### src/rtl/lru_set_tracker.sv
// True-LRU replacement state for SETS independent sets of WAYS ways.
// Each set holds an age permutation (0 = MRU, WAYS-1 = LRU); the victim read is combinational.
module lru_set_tracker #(
    parameter int WAYS = 4,
    parameter int SETS = 16,
    localparam int WAY_W = $clog2(WAYS),
    localparam int SET_W = (SETS > 1) ? $clog2(SETS) : 1
) (
    input  logic             clk,
    input  logic             rst_n,
    input  logic             touch_en,
    input  logic [SET_W-1:0] touch_set,
    input  logic [WAY_W-1:0] touch_way,
    input  logic             inv_en,
    input  logic [SET_W-1:0] inv_set,
    input  logic [WAY_W-1:0] inv_way,
    input  logic [SET_W-1:0] query_set,
    input  logic [WAYS-1:0]  lock_mask,
    output logic [WAY_W-1:0] victim_way,
    output logic             victim_valid
);

    localparam logic [SET_W:0]   SET_LIMIT = (SET_W + 1)'(SETS);
    localparam logic [WAY_W-1:0] AGE_LRU   = WAY_W'(WAYS - 1);
    localparam logic [WAY_W-1:0] AGE_ONE   = WAY_W'(1);

    logic [WAY_W-1:0] age_q [SETS][WAYS];
    logic [WAY_W-1:0] age_d [SETS][WAYS];
    logic             touch_ok;
    logic             inv_ok;
    logic             query_ok;
    logic [WAY_W-1:0] touch_old;
    logic [WAY_W-1:0] inv_old;
    logic [WAY_W-1:0] best_age;
    logic             found;

    // A touch wins over an invalidate aimed at the same set; the caller retries the invalidate.
    assign touch_ok = touch_en && ({1'b0, touch_set} < SET_LIMIT);
    assign inv_ok   = inv_en && ({1'b0, inv_set} < SET_LIMIT)
                      && !(touch_ok && (inv_set == touch_set));
    assign query_ok = ({1'b0, query_set} < SET_LIMIT);

    always_comb begin
        age_d     = age_q;
        touch_old = '0;
        inv_old   = '0;
        if (touch_ok) begin
            touch_old = age_q[touch_set][touch_way];
            for (int w = 0; w < WAYS; w++) begin
                if (WAY_W'(w) == touch_way) begin
                    age_d[touch_set][w] = '0;
                end else if (age_q[touch_set][w] < touch_old) begin
                    age_d[touch_set][w] = age_q[touch_set][w] + AGE_ONE;
                end
            end
        end
        if (inv_ok) begin
            inv_old = age_q[inv_set][inv_way];
            for (int w = 0; w < WAYS; w++) begin
                if (WAY_W'(w) == inv_way) begin
                    age_d[inv_set][w] = AGE_LRU;
                end else if (age_q[inv_set][w] > inv_old) begin
                    age_d[inv_set][w] = age_q[inv_set][w] - AGE_ONE;
                end
            end
        end
    end

    always_ff @(posedge clk or negedge rst_n) begin
        if (!rst_n) begin
            for (int s = 0; s < SETS; s++) begin
                for (int w = 0; w < WAYS; w++) begin
                    age_q[s][w] <= WAY_W'(w);
                end
            end
        end else begin
            age_q <= age_d;
        end
    end

    // Ages are a permutation, so the strict '>' never has to break a tie.
    always_comb begin
        found        = 1'b0;
        best_age     = '0;
        victim_way   = '0;
        if (query_ok) begin
            for (int w = 0; w < WAYS; w++) begin
                if (!lock_mask[w] && (!found || (age_q[query_set][w] > best_age))) begin
                    found      = 1'b1;
                    best_age   = age_q[query_set][w];
                    victim_way = WAY_W'(w);
                end
            end
        end
        victim_valid = found;
    end

endmodule

### config.mk
export PLATFORM = sky130hd
export DESIGN_NAME = lru_set_tracker
export DESIGN_NICKNAME = d
export VERILOG_FILES = /design/src/rtl/lru_set_tracker.sv
export SDC_FILE = /design/constraint.sdc
export NUM_CORES = 1
export LEC_CHECK = 0
export BUFFER_PORTS_ARGS = -buffer_cell sky130_fd_sc_hd__buf_2
export CORE_UTILIZATION = 55
export DETAILED_ROUTE_END_ITERATION = 8
export MAX_ROUTING_LAYER = met4
export PLACE_DENSITY = 0.71
export SLEW_MARGIN = 20
export SYNTH_ARGS = -nofsm -noshare
export SYNTH_HDL_FRONTEND = slang
export SYNTH_SLANG_ARGS = --single-unit
### constraint.sdc
create_clock -name clk -period 14 [get_ports clk]
set_clock_uncertainty 0.15 [all_clocks]
set_input_delay 0.7 -clock clk [delete_from_list [all_inputs] [get_ports clk]]
set_output_delay 0.7 -clock clk [all_outputs]
set_load 0.01 [all_outputs]
Word level (Yosys, flattened, before mapping)
Index checks and enable logic that the tools add are counted.
{"block": "word_totals", "inputBits": 24, "register_bits": 128}
{"block": "classes", "bitwise": 17, "n_addsub": 8, "n_mux": 73, "reduce_logical": 18, "n_eq_ne": 7, "magnitude_cmp": 18}
{"cell": "$mux 128", "n": 24}
{"cell": "$bwmux 128", "n": 8}
{"cell": "$and 128x128->128", "n": 4}
{"cell": "$not 128->128", "n": 4}
{"cell": "$or 128x128->128", "n": 4}
{"cell": "$demux 8 s4", "n": 8}
{"cell": "$bmux 8 s4", "n": 3}
{"cell": "$mux 8", "n": 8}
{"cell": "$mux 2", "n": 11}
{"cell": "$ge 5x5->1 const B", "n": 3}
{"cell": "$not 4->5", "n": 3}
{"cell": "$gt 2x2->1", "n": 7}
{"cell": "$mux 6", "n": 2}
{"cell": "$lt 5x1->1 const B", "n": 2}
{"cell": "$add 2x1->2 const B", "n": 4}
{"cell": "$bmux 2 s2", "n": 2}
{"cell": "$eq 2x2->1 const A", "n": 4}
{"cell": "$lt 2x2->1", "n": 4}
{"cell": "$mux 4", "n": 2}
{"cell": "$sub 2x1->2 const B", "n": 4}
{"cell": "$logic_and 1x1->1", "n": 7}
{"cell": "$ge 3x3->1 const B", "n": 2}
{"cell": "$logic_not 1->1", "n": 6}
{"cell": "$not 2->3", "n": 2}
{"cell": "other kinds (5)", "n": 13}

Longest topological paths before layout
{"block": "logic_depth", "word_depth": 39, "depth_mapped": 25}

Least setup slack after synthesis
No wires, ideal clock.
{"block": "synth_path", "path_type": "input to output", "from": "input port query_set[0]", "to": "output port victim_way[0]", "required_ns": 13.150, "arrival_ns": 5.163, "stages": 22, "path_slack_ns": 7.987, "n_path_buf": 3, "cell_sequence": "buf_2 buf_6 buf_2 mux4_2 mux2_2 o21ai_0 ha_1 or2_2 maj3_2 a21o_1 a22oi_1 ha_1 inv_1 a21oi_1 a21oi_1 a21oi_1 nor2_1 mux2_2 ha_1 a21oi_1 a31oi_1 o22ai_1"}
{"block": "synth_between", "elab_chain_cells": 17, "word_cells_on_any_way": 23}
{"element": "start: declaration", "line_no": "17", "text": "input logic [SET_W-1:0] query_set,"}
{"element": "$not 4->5 (*)"}
{"element": "$bmux 8 s4 (*)"}
{"element": "$mux 8 (not written as such) (*) (2 in a row)", "line_no": "88", "text": "if (!lock_mask[w] && (!found || (age_q[query_set][w] > best_age))) begin"}
{"element": "$mux 2", "line_no": "88"}
{"element": "$gt 2x2->1", "line_no": "88"}
{"element": "$logic_or 1x1->1", "line_no": "88"}
{"element": "$logic_and 1x1->1", "line_no": "88"}
{"element": "$mux 2 or $mux 1 (tied branches)", "line_no": "88"}
{"element": "$gt 2x2->1 or $logic_not 1->1 (tied branches)", "line_no": "88"}
{"element": "$logic_or 1x1->1", "line_no": "88"}
{"element": "$logic_and 1x1->1", "line_no": "88"}
{"element": "$mux 2 or $mux 1 (tied branches)", "line_no": "88"}
{"element": "$gt 2x2->1 or $logic_not 1->1 (tied branches)", "line_no": "88"}
{"element": "$logic_or 1x1->1", "line_no": "88"}
{"element": "$logic_and 1x1->1", "line_no": "88"}
{"element": "$mux 2 (*)", "line_no": "88"}
{"element": "end: declaration", "line_no": "19", "text": "output logic [WAY_W-1:0] victim_way,"}
Every way passes the cells marked *; elsewhere a longest branch is shown, timed or not. The select of a mux whose other input is x is not followed.

Final worst setup path
{"block": "layout_path", "from": "input port query_set[0]", "to": "output port victim_way[1]"}
Same word-level chain as after synthesis.

==> impl_metrics.env <==
export IMPL_maxSlewViolCount=0
export IMPL_synth_cell_types=75
export IMPL_fp_row_count=54
export IMPL_num_nets_final=1378
export IMPL_cts_tree="built"
export IMPL_setup_viol=0
export IMPL_die_h_um=152
export IMPL_grt_usage_pct=43.7
export IMPL_clockRootBuffer="clkbuf_16"
export IMPL_violations="design-rule violations"
export IMPL_rr_startpoint="age_q[50]"
export IMPL_drt_iter0_markers=1894
export IMPL_initial_core_util_pct=56.6
export IMPL_drt_total_wl_um=48600
export IMPL_setup_ws_ns=7.00
export IMPL_rsz0062_at_grt="no"
export IMPL_final_common_cell="nand2_1"
export IMPL_synth_edf_count=0
export IMPL_syn_nets=1422
export IMPL_yosysWarnings=0
export IMPL_core_area_sq_um=22000
export IMPL_fin_crit_sh_pct=50.0
export IMPL_drive_above_1_share_pct=24.8
export IMPL_reg_largest_list="age_q: 128 flops"
export IMPL_htree_levels=4
export IMPL_die_w_um=152
export IMPL_grt_antenna_before_repair=1
export IMPL_vias=12891
export IMPL_synth_area_sq_um=12400
export IMPL_tns_ns=0
export IMPL_max_freq_ghz=0.143
export IMPL_seq_area_frac_synth_pct=26.4
export IMPL_cts_buffers_inserted=17
export IMPL_gp_congestion=1.03
export IMPL_portBuffers=26
export IMPL_ios=27
export IMPL_place_ws_ns=7.12
export IMPL_cts_setup_buffers=0
export IMPL_status="finished with violations"
export IMPL_startpoint_type="primary input"
export IMPL_first_global_vias=12258
export IMPL_netlist_instances=1381
export IMPL_required_ns=13.15
export IMPL_max_cap_violations=0
export IMPL_wire_per_inst_um=29.8
export IMPL_dominantRegCellSynth="dfstp_2"
export IMPL_drtAntennaViolNets=0
export IMPL_die_area_sq_um=23200
export IMPL_relSlewSlack_pct=18.1
export IMPL_largest_register_ffs=128
export IMPL_hold_viol=0
export IMPL_avgSynthCellArea_sq_um=8.99
export IMPL_clock_latency_ns=0.44
export IMPL_via_per_inst=7.90
export IMPL_grt_max_degree=92
export IMPL_leakage_nw=4.39
export IMPL_crit_fanout=32
export IMPL_startpoint="query_set[0]"
export IMPL_worstPathArrival_ns=6.15
export IMPL_reg2regPathDepth=11
export IMPL_drc_errors=7
export IMPL_end_kind="output port"
export IMPL_cts_hold_buffers_added=0
export IMPL_ys_ff_latch=128
export IMPL_ir_drop_v=0.000105
export IMPL_timing_rr_end="age_q[10]"
export IMPL_hold_class="in2async"
export IMPL_critPathKind="in2out"
export IMPL_cts_max_path_buffers=2
export IMPL_overflow=0
export IMPL_clk_pin_slew_ns=0.07
export IMPL_grt_pass1_wl_um=74000
export IMPL_syn2layout_area_growth_pct=6.43
export IMPL_regMostFlops="age_q"
export IMPL_async_flop_share_pct=100
export IMPL_first_pass_iters=8
export IMPL_post_cts_resize_count=0
export IMPL_dp_hpwl_um=31900
export IMPL_layout_common_cells="nand2_1, nor2_1, o21ai_0, a31oi_1, mux4_2"
export IMPL_ff2ff_setup_slack_ns=9.39
export IMPL_fillers=1859
export IMPL_pwr_density_cell_nw_per_um2=202
export IMPL_tightest_slew_ns=1.22
export IMPL_clock_sinks=128
export IMPL_finalCriticalPeriod_ns=7.00
==> cell usage after synthesis, drive strengths merged, types with 14 or more instances <==
cell / number / area share, %
nand2: 150 / 4.5
mux2i: 28 / 2.3
mux4: 95 / 17
or2: 40 / 2.0
nor3: 14 / 0.56
nand4: 17 / 0.86
a21oi: 24 / 1.1
buf: 49 / 2.7
o22ai: 72 / 3.6
dfrtp: 64 / 13
nand3: 21 / 0.89
ha: 17 / 1.7
o311ai: 32 / 2.3
clkbuf: 78 / 2.4
dfstp: 64 / 14
a22oi: 27 / 1.6
nor2b: 54 / 2.7
o21ai: 118 / 4.8
inv: 21 / 0.63
a31oi: 100 / 5.2
nand2b: 19 / 0.96
nor2: 105 / 3.3
o211ai: 22 / 1.5
o32ai: 24 / 1.7
==> where the power goes <==
group	switching (W)	internal, W	leakage [nW]	total, W
Sequential	0.000235	0.000599	1.39	0.000834
Clock	0.000190	0.000279	0.284	0.000468
Combinational	0.000814	0.000551	2.71	0.00137
Total	0.00124	0.00143	4.39	0.00267
==> area by class of cell <==
cell class	count	area [sq um]	area share (%)
Clock inverter	12	144	1.09
Tap cell	280	350	2.65
Multi-Input combinational cell	1103	8490	64.3
Inverter	23	86.3	0.653
Sequential cell	128	3280	24.8
Timing Repair Buffer	64	420	3.18
Clock buffer	20	437	3.30
Antenna cell	1	2.50	0.0189
==> per-stage QoR <==
step,utilization (%),hold slack (ns),std cells,power (W),area (sq um)
floorplan,-,0.254,1381,0.00173,12400
global placement,57.5,0.345,1598,0.00210,12600
detailed placement,57.5,0.357,1598,0.00213,12600
CTS,60.1,0.101,1630,0.00260,13200
global route,60.2,0.124,1631,0.00277,13200
finish,60.2,0.0946,1631,0.00267,13200
==> how the worst max path moves through the flow <==
stage | endpoint | slack [ns] | cells past startpoint
finish | victim_way[1] | 7.00 | 22
CTS | victim_way[1] | 7.10 | 22
detailed placement | victim_way[1] | 7.12 | 22
global route | victim_way[1] | 6.62 | 22
global placement | victim_way[1] | 7.22 | 22
floorplan | victim_way[0] | 7.99 | 22
==> cells by family (layout without fill, tap and decap cells) <==
| family | Yosys count | count (layout) | share of synthesized area [%] |
|---|---|---|---|
| buffers and inverters | 150 | 119 | 5.73 |
| XOR/XNOR | 9 | 9 | 0.635 |
| AND/OR/NAND/NOR | 445 | 445 | 17.2 |
| flip-flops | 128 | 128 | 26.4 |
| AO/OA/AOI/OAI | 502 | 502 | 28.2 |
| other | 0 | 1 | 0 |
| multiplexers | 129 | 129 | 20.0 |
| adder cells (fa/ha/maj) | 18 | 18 | 1.80 |
==> layer usage <==
layer | global-route usage, % | wire, um | up-vias
li1 | - | - | 5353
met1 | 53.4 | 17000 | 6228
met2 | 60.4 | 20500 | 1072
met3 | 15.6 | 7370 | 238
met4 | 29.7 | 3640 | 0
met5 | - | 0 | -
==> critical path, stage by stage <==
cell and delay, ns:
buf_2 0.08, buf_4 0.53, mux4_2 0.60, mux2_2 0.29, o21ai_0 0.61, ha_1 0.36, or2_2 0.32, maj3_2 0.31
a21o_1 0.21, a22oi_1 0.27, ha_1 0.19, inv_1 0.04, a21oi_1 0.13, a21oi_1 0.05, a21oi_1 0.25, nor2_1 0.11
mux2_2 0.28, ha_1 0.29, a21oi_1 0.15, a31oi_1 0.08, o22ai_1 0.14, buf_2 0.15
Power figures use the tool's default switching activity.
